<file path="src/rtl/mem_arb_pkg.sv">
// Shared types and constants for the two-port line-memory arbiter.
// State encoding, port indices and grant one-hot values.
package mem_arb_pkg;

    typedef enum logic [1:0] {
        ST_IDLE = 2'd0,
        ST_BUSY = 2'd1,
        ST_ACK  = 2'd2
    } state_e;

    localparam int unsigned PORT_I = 0;
    localparam int unsigned PORT_D = 1;

    localparam logic [1:0] GNT_NONE = 2'b00;
    localparam logic [1:0] GNT_I    = 2'b01;
    localparam logic [1:0] GNT_D    = 2'b10;

    // One-hot grant for a winning port index.
    function automatic logic [1:0] port2gnt(input logic p);
        return p ? GNT_D : GNT_I;
    endfunction

    // Watchdog counter width; never narrower than one bit.
    function automatic int unsigned cnt_width(input int unsigned t);
        return (t < 1) ? 1 : $clog2(t + 1);
    endfunction

endpackage

</file>
<file path="src/rtl/rr_pick2.sv">
// Two-way winner select: lone requester wins; ties go to
// the port not served last, or to port 1 under fixed priority.
module rr_pick2
    import mem_arb_pkg::*;
#(
    parameter bit FIXED_PRIO = 1'b0
) (
    input  logic [1:0] req_i,
    input  logic       last_i,
    output logic       win_o,
    output logic       valid_o
);

    // Combinational winner index for the current request pair.
    always_comb begin
        valid_o = |req_i;
        win_o   = 1'(PORT_I);
        unique case (req_i)
            2'b01:   win_o = 1'(PORT_I);
            2'b10:   win_o = 1'(PORT_D);
            2'b11:   win_o = FIXED_PRIO ? 1'(PORT_D) : ~last_i;
            default: win_o = 1'(PORT_I);
        endcase
    end

endmodule

</file>
<file path="src/rtl/mem_arbiter.sv">
// Shares one whole-line memory port between icache (port 0) and
// dcache (port 1), with a watchdog on missing memory acks.
module mem_arbiter
    import mem_arb_pkg::*;
#(
    parameter int ADDR_W     = 32,
    parameter int DATA_W     = 256,
    parameter int FIXED_PRIO = 0,
    parameter int TIMEOUT    = 1023
) (
    input  logic              clk_i,
    input  logic              rst_i,
    input  logic              p0_req_i,
    input  logic              p0_write_i,
    input  logic [ADDR_W-1:0] p0_addr_i,
    input  logic [DATA_W-1:0] p0_data_i,
    output logic [DATA_W-1:0] p0_data_o,
    output logic              p0_ack_o,
    input  logic              p1_req_i,
    input  logic              p1_write_i,
    input  logic [ADDR_W-1:0] p1_addr_i,
    input  logic [DATA_W-1:0] p1_data_i,
    output logic [DATA_W-1:0] p1_data_o,
    output logic              p1_ack_o,
    output logic              mem_enable_o,
    output logic              mem_write_o,
    output logic [ADDR_W-1:0] mem_addr_o,
    output logic [DATA_W-1:0] mem_data_o,
    input  logic [DATA_W-1:0] mem_data_i,
    input  logic              mem_ack_i,
    output logic [1:0]        grant_o,
    output logic              timeout_err_o
);

    localparam int CNT_W   = cnt_width(TIMEOUT);
    localparam int TMO_M1I = (TIMEOUT == 0) ? 0 : TIMEOUT - 1;
    localparam logic [CNT_W-1:0] TMO_LIM  = CNT_W'(TIMEOUT);
    localparam logic [CNT_W-1:0] TMO_LAST = CNT_W'(TMO_M1I);
    localparam bit WDOG_ON = (TIMEOUT != 0);

    state_e            state_q, state_d;
    logic [1:0]        grant_q, grant_d;
    logic              last_q, last_d;
    logic              men_q, men_d;
    logic              mwe_q, mwe_d;
    logic [ADDR_W-1:0] maddr_q, maddr_d;
    logic [DATA_W-1:0] mwdata_q, mwdata_d;
    logic [DATA_W-1:0] p0_rd_q, p0_rd_d;
    logic [DATA_W-1:0] p1_rd_q, p1_rd_d;
    logic [CNT_W-1:0]  cnt_q, cnt_d;
    logic              err_q, err_d;

    logic pick_win;
    logic pick_vld;
    logic owner_d;
    logic tmo_hit;

    rr_pick2 #(
        .FIXED_PRIO(FIXED_PRIO != 0)
    ) u_pick (
        .req_i  ({p1_req_i, p0_req_i}),
        .last_i (last_q),
        .win_o  (pick_win),
        .valid_o(pick_vld)
    );

    assign owner_d = grant_q[PORT_D];
    assign tmo_hit = WDOG_ON && (cnt_q == TMO_LAST);

    // FSM state register; reset abandons any transaction.
    always_ff @(posedge clk_i or negedge rst_i) begin
        if (!rst_i) state_q <= ST_IDLE;
        else        state_q <= state_d;
    end

    // FSM next state: ack beats the watchdog on the same cycle.
    always_comb begin
        state_d = state_q;
        unique case (state_q)
            ST_IDLE: if (pick_vld) state_d = ST_BUSY;
            ST_BUSY: if (mem_ack_i || tmo_hit) state_d = ST_ACK;
            ST_ACK:  state_d = ST_IDLE;
            default: state_d = ST_IDLE;
        endcase
    end

    // Datapath next values: grant capture, completion and watchdog.
    always_comb begin
        grant_d  = grant_q;
        last_d   = last_q;
        men_d    = men_q;
        mwe_d    = mwe_q;
        maddr_d  = maddr_q;
        mwdata_d = mwdata_q;
        p0_rd_d  = p0_rd_q;
        p1_rd_d  = p1_rd_q;
        cnt_d    = cnt_q;
        err_d    = err_q;
        unique case (state_q)
            ST_IDLE: begin
                if (pick_vld) begin
                    grant_d  = port2gnt(pick_win);
                    last_d   = pick_win;
                    men_d    = 1'b1;
                    mwe_d    = pick_win ? p1_write_i : p0_write_i;
                    maddr_d  = pick_win ? p1_addr_i : p0_addr_i;
                    mwdata_d = pick_win ? p1_data_i : p0_data_i;
                    cnt_d    = '0;
                end
            end
            ST_BUSY: begin
                if (mem_ack_i) begin
                    men_d = 1'b0;
                    cnt_d = '0;
                    if (owner_d) p1_rd_d = mem_data_i;
                    else         p0_rd_d = mem_data_i;
                end else if (tmo_hit) begin
                    men_d = 1'b0;
                    cnt_d = '0;
                    err_d = 1'b1;
                    if (owner_d) p1_rd_d = '0;
                    else         p0_rd_d = '0;
                end else if (cnt_q != TMO_LIM) begin
                    cnt_d = cnt_q + CNT_W'(1);
                end
            end
            ST_ACK: begin
                grant_d = GNT_NONE;
            end
            default: begin
                grant_d = GNT_NONE;
                men_d   = 1'b0;
            end
        endcase
    end

    // Datapath registers; last pointer resets to port 1.
    always_ff @(posedge clk_i or negedge rst_i) begin
        if (!rst_i) begin
            grant_q  <= GNT_NONE;
            last_q   <= 1'(PORT_D);
            men_q    <= 1'b0;
            mwe_q    <= 1'b0;
            maddr_q  <= '0;
            mwdata_q <= '0;
            p0_rd_q  <= '0;
            p1_rd_q  <= '0;
            cnt_q    <= '0;
            err_q    <= 1'b0;
        end else begin
            grant_q  <= grant_d;
            last_q   <= last_d;
            men_q    <= men_d;
            mwe_q    <= mwe_d;
            maddr_q  <= maddr_d;
            mwdata_q <= mwdata_d;
            p0_rd_q  <= p0_rd_d;
            p1_rd_q  <= p1_rd_d;
            cnt_q    <= cnt_d;
            err_q    <= err_d;
        end
    end

    // Outputs: acks are decoded from the ACK state and the owner.
    always_comb begin
        p0_ack_o      = (state_q == ST_ACK) && grant_q[PORT_I];
        p1_ack_o      = (state_q == ST_ACK) && grant_q[PORT_D];
        p0_data_o     = p0_rd_q;
        p1_data_o     = p1_rd_q;
        mem_enable_o  = men_q;
        mem_write_o   = mwe_q;
        mem_addr_o    = maddr_q;
        mem_data_o    = mwdata_q;
        grant_o       = grant_q;
        timeout_err_o = err_q;
    end

endmodule

</file>
<file path="config.mk">
export PLATFORM = sky130hd
export DESIGN_NAME = mem_arbiter
export DESIGN_NICKNAME = d
export VERILOG_FILES = /design/src/rtl/mem_arb_pkg.sv /design/src/rtl/rr_pick2.sv /design/src/rtl/mem_arbiter.sv
export SDC_FILE = /design/constraint.sdc
export NUM_CORES = 1
export LEC_CHECK = 0
export ABC_AREA = 1
export CAP_MARGIN = 15
export CORE_AREA = 2 2 640 642
export CTS_BUF_LIST = sky130_fd_sc_hd__clkbuf_8
export CTS_CLUSTER_DIAMETER = 60
export DETAILED_ROUTE_END_ITERATION = 8
export DIE_AREA = 0 0 642 644
export GPL_ROUTABILITY_DRIVEN = 0
export GPL_TIMING_DRIVEN = 0
export PLACE_DENSITY = 0.31
export SLEW_MARGIN = 10
export SYNTH_ARGS = -nofsm -noshare
export SYNTH_HDL_FRONTEND = slang
export SYNTH_SLANG_ARGS = --single-unit
</file>
<file path="constraint.sdc">
create_clock -name clk_i -period 2.05 [get_ports clk_i]
set_input_delay 0.5125 -clock clk_i [delete_from_list [all_inputs] [get_ports clk_i]]
set_output_delay 0.5125 -clock clk_i [all_outputs]
set_load 0.02 [all_outputs]
</file>
# Word level (Yosys, flattened, before mapping)
# Index checks and enable logic that the tools add are counted.
word_totals:
  input_bits: 839
  output_inout_bits: 807
  ff_bits: 818
classes:
  eq_ne: 10
  bitwise_logic: 5
  reduce_logical: 15
  add_sub_neg: 1
  n_mux: 27
op_table:
  columns: ["op", "count"]
  rows:
  - ["two-way mux 256 bit", 9]
  - ["two-way mux 10 bit", 4]
  - ["two-way mux 32 bit", 1]
  - ["one-hot mux 10 bit (2 select lines)", 1]
  - ["AND reduction 3 bit", 5]
  - ["adder 10 x 1 -> 10 bit, second input constant", 1]
  - ["equality test 10 bit, second input constant", 1]
  - ["inequality test 10 bit, second input constant", 1]
  - ["two-way mux 2 bit", 4]
  - ["one-hot mux 2 bit (2 select lines)", 2]
  - ["equality test 2 bit, second input constant", 3]
  - ["AND reduction 2 bit", 3]
  - ["NOT 1 bit", 5]
  - ["two-way mux 1 bit", 4]
  - ["inequality test 2 bit, second input constant", 2]
  - ["inequality test 4 bit, second input constant", 1]
  - ["nonzero test 2 bit", 2]
  - ["inequality test 3 bit, second input constant", 1]
  - ["one-hot mux 1 bit (3 select lines)", 1]
  - ["equality test 2 x 1 -> 1 bit, second input constant", 1]
  - ["logical AND 1 bit", 2]
  - ["zero test 2 bit", 1]
  - ["one-hot mux 1 bit (2 select lines)", 1]
  - ["OR reduction 2 bit", 1]
  - ["logical OR 1 bit", 1]

# Longest topological paths before layout
logic_depth:
  ltp_word: 5
  depth_mapped: 11
  depth_no_buf: 10

# By module
# Synthesis repeated with hierarchy kept, for this count alone.
hier_totals:
  hier_cells: 3678
  hier_area_um2: 34574.4
modules_own_cells:
  columns: ["module", "cells_per_inst", "seq_area_each_um2", "instances", "area_per_inst_um2"]
  rows:
  - ["mem_arbiter", 3675, 20470.9, 1, 34559.4]
  - ["rr_pick2", 3, 0.0, 1, 15.0]

# Worst setup path after synthesis
# Ideal clock, no wire load.
synth_timing:
  kind: "register to output"
  start: "reg grant_q[1], in the netlist grant_o[1]"
  end: "out p1_ack_o"
  setup_slack_ns: 0.064
  stages_incl_launch_ff: 6
  path_buffers: 3
  arrival_ns: 1.473
  cell_sequence: "dfrtp_1 > clkbuf_1 > inv_2 > clkbuf_1 > buf_1 > nor2_1"
synth_between:
  elab_chain_len: 1
synth_lines:
  columns: ["item", "line_no", "source"]
  rows:
  - ["start: declaration", "mem_arbiter.sv:42", "logic [1:0] grant_q, grant_d;"]
  - ["start signal: assignment", "mem_arbiter.sv:151", "grant_q <= grant_d;"]
  - ["logical AND 1 bit", "mem_arbiter.sv:167", "p1_ack_o = (state_q == ST_ACK) && grant_q[PORT_D];"]
  - ["end: declaration", "mem_arbiter.sv:24", "output logic p1_ack_o,"]
# No other way between the ends.

# Final worst setup path
# Ends and elaborated chain as after synthesis.

==> out/qor.yml <==
synth_edf_count: 0
synth-seq-cells: 818
core_um2: 408000
power.share.clock_pct: 17.2
cts_root_buf: "clkbuf_8"
place_hpwl_um: 278000
p_sw_uw: 56200
setup_viol: 499
drc: 0
synthCells: 3960
synth-async-reset-ratio_pct: 100
grt_pass1_vias: 42300
synth_top_area_share_pct: 59.4
finClkSkew_ns: 0.0922
r2r_cells: 6
yosysMostFrequentCell: "nand2_1"
drv_cap: 0
synth_commonest_cells: "1,939 x nand2_1, 817 x dfrtp_1, 514 x nand4_1, 300 x nand3_1, 220 x clkbuf_1"
num_rows: 235
reg2reg_to: "p1_data_o[110]$_DFFE_PN0P_"
start_util_pct: 8.45
final_layout_size_suffix_gt1_share_pct: 32.8
drt_iter0_drc: 2994
die-area_um2: 413000
internal_power_uw: 65700
synth_cell_types: 30
vias: 41600
die_y_um: 644
fmax_ghz: 0.407
cp-start-kind: "flip-flop"
critPathRequiredTime_ns: 1.54
clk_latency_ns: 1.01
syn_to_final_growth_pct: 119
power_frac_seq_pct: 25.9
clkTransAtPathRegs_ns: 0.05
clock_path_buffers: 4
endpoint_kind: "output port"
status: "complete, but fails checks"
synth_area_leaders: "dfrtp_1 59%, nand2_1 21%, nand4_1 9.3%, nand3_1 4.4%, clkbuf_1 2.4%"
worst-path-max-fanout: 3
cts_tree: "done"
grt_max_degree: 137
synth_warnings: 0
grt_first_pass_wirelength_um: 428000
fin_ws_ns: -0.409
syn_area_per_cell_um2: 8.70
detail_route.first_pass.iterations: 6
violations: "hold timing, setup timing"
ys_seq_area_share_pct: 59.4
ctsHoldBuffers: 423
cp.arrival_ns: 1.95
switching_share_pct: 46.1
placed_area_um2: 58100
numCtsBuffers: 191
io_pins: 1646
finalCritPeriodShare_pct: 120
grt_usage_pct: 15.5
power_uw: 122000
final_area_um2: 75300
wl_met1_um: 127000
antenna_left: 0
synthesis.nets: 4801
combPwrFrac_pct: 56.9
antenna_found_initial: 110
ir_drop_v: 0.000614
synth.cell_area_um2: 34400
r2r_start: "grant_o[1]$_DFFE_PN0P_"
gr-total-overflow: 0
path_class: "flip-flop to output port"
htree_levels: 4
worst_pin_slew_ns: 1.04
fin_crit_ns: 2.46
viasPerCell: 3.39
grt_setup_unrepaired: "true"
numClockSinks: 818
leakagePower_uw: 0.0352
fin_nets: 7447
hold_ws_ns: -0.467
slew_headroom_pct: 30.8
r2r_slack_ns: -0.08
power_density_nw_per_um2: 1620
fill_cells: 45700
routed_wl_um: 337000
routedWlPerCell_um: 27.5
die_w_um: 642
wl_met2_um: 173000
port_buffers: 1644
synthFlopType: "dfrtp_1"
synth_top_area_cell: "dfrtp_1"
hold_violations: 111
maxSlewViolCount: 0
hold_class: "primary input to asynchronous set/reset pin"
top_layer_used: "met5"
met3_length_um: 23900
==> state kept, by name (all words and copies together), names as in the netlist, 2 cells and up <==
register,count
cnt_q,10
grant_o,2
mem_addr_o,32
p1_data_o,256
state_q,2
p0_data_o,256
mem_data_o,256
==> area by class of cell <==
class	instances	area (µm²)	area share [%]
diodes	54	135	0.179
plain buffers	309	2700	3.58
clock buffers	240	3300	4.38
clock inverters	96	712	0.945
inverters	21	91.3	0.121
multi-input cells	2799	15000	19.9
flip-flops and latches	818	20500	27.3
well taps	5451	6820	9.05
repair buffers	2466	26100	34.6
==> critical path: stages (launching register included) <==
cell and delay [ns]:
dfrtp_1 0.38, buf_8 0.14, inv_12 0.03, clkbuf_16 0.14
nor2_4 0.12, buf_12 0.14
==> stage by stage <==
step                TNS (ns)  utilization [%]  setup slack, ns  cells
global placement           -             14.2           -43.31  11100
detailed placement   -899.47             14.3            -2.31  11100
finish                -19.09             18.5           -0.409  12300
CTS                  -442.78             17.5           -0.725  12100
floorplan                  0                -           0.0643   3960
global route         -195.30             18.5           -0.596  12200
==> worst max path at each step <==
stage / from / endpoint / slack [ns]
2_1_floorplan: grant_o[1]$_DFFE_PN0P_ / p1_ack_o / 0.06
3_3_place_gp: rst_i / mem_data_o[155]$_DFFE_PN0P_ / -43.31
3_5_place_dp: p1_req_i / mem_data_o[229]$_DFFE_PN0P_ / -2.31
4_1_cts: grant_o[1]$_DFFE_PN0P_ / p1_ack_o / -0.72
5_1_grt: grant_o[1]$_DFFE_PN0P_ / p1_ack_o / -0.60
6_report: grant_o[1]$_DFFE_PN0P_ / p1_ack_o / -0.41
==> metal layers <==
metal,vias to the layer above,global-route usage (%)
met4,36,5.42
met2,1772,28.0
met1,20700,17.3
met5,-,0
met3,474,4.36
li1,18600,-
==> placed cells by master (no fill, tap or decap), types with 14 or more instances in the layout <==
cell type and count:
buf_12 53, buf_16 20, buf_2 14, buf_4 312, buf_6 847, buf_8 41
clkbuf_1 115, clkbuf_16 42, clkbuf_2 40, clkbuf_4 15, clkbuf_8 250, clkdlybuf4s50_1 836
dfrtp_1 766, dfrtp_2 51, diode_2 54, dlygate4sd3_1 420, inv_1 78, nand2_1 1652
nand2_2 105, nand2_4 173, nand3_1 122, nand3_2 178, nand4_1 514, nor2_1 15
==> power groups by stage <==
stage / Clock [µW] / Combinational [µW] / Sequential, µW
floorplan: 0 / 13200 / 37600
global placement: 0 / 56500 / 30100
detailed placement: 0 / 56900 / 29900
CTS: 22000 / 65800 / 31100
global route: 22600 / 73400 / 32400
finish: 21000 / 69400 / 31600
==> timing repair <==
item,in CTS,in global routing
gates cloned,20,14
pin swaps,37,51
resized for setup,4238,2073
endpoints found under the hold margin,622,108
endpoints found under the setup margin,1623,1707
setup buffers,202,159
==> kinds of logic (layout without fill, tap and decap cells) <==
| group | count (synthesis) | count (layout) | share of synthesized area [%] |
|---|---|---|---|
| AO/OA/AOI/OAI | 12 | 12 | 0.287 |
| adder cells (fa/ha/maj) | 2 | 2 | 0.0726 |
| buffers and inverters | 343 | 3132 | 4.95 |
| flip-flops | 818 | 818 | 59.4 |
| other | 0 | 54 | 0 |
| AND/OR/NAND/NOR | 2785 | 2785 | 35.3 |
(Power assumes the default switching activity.)
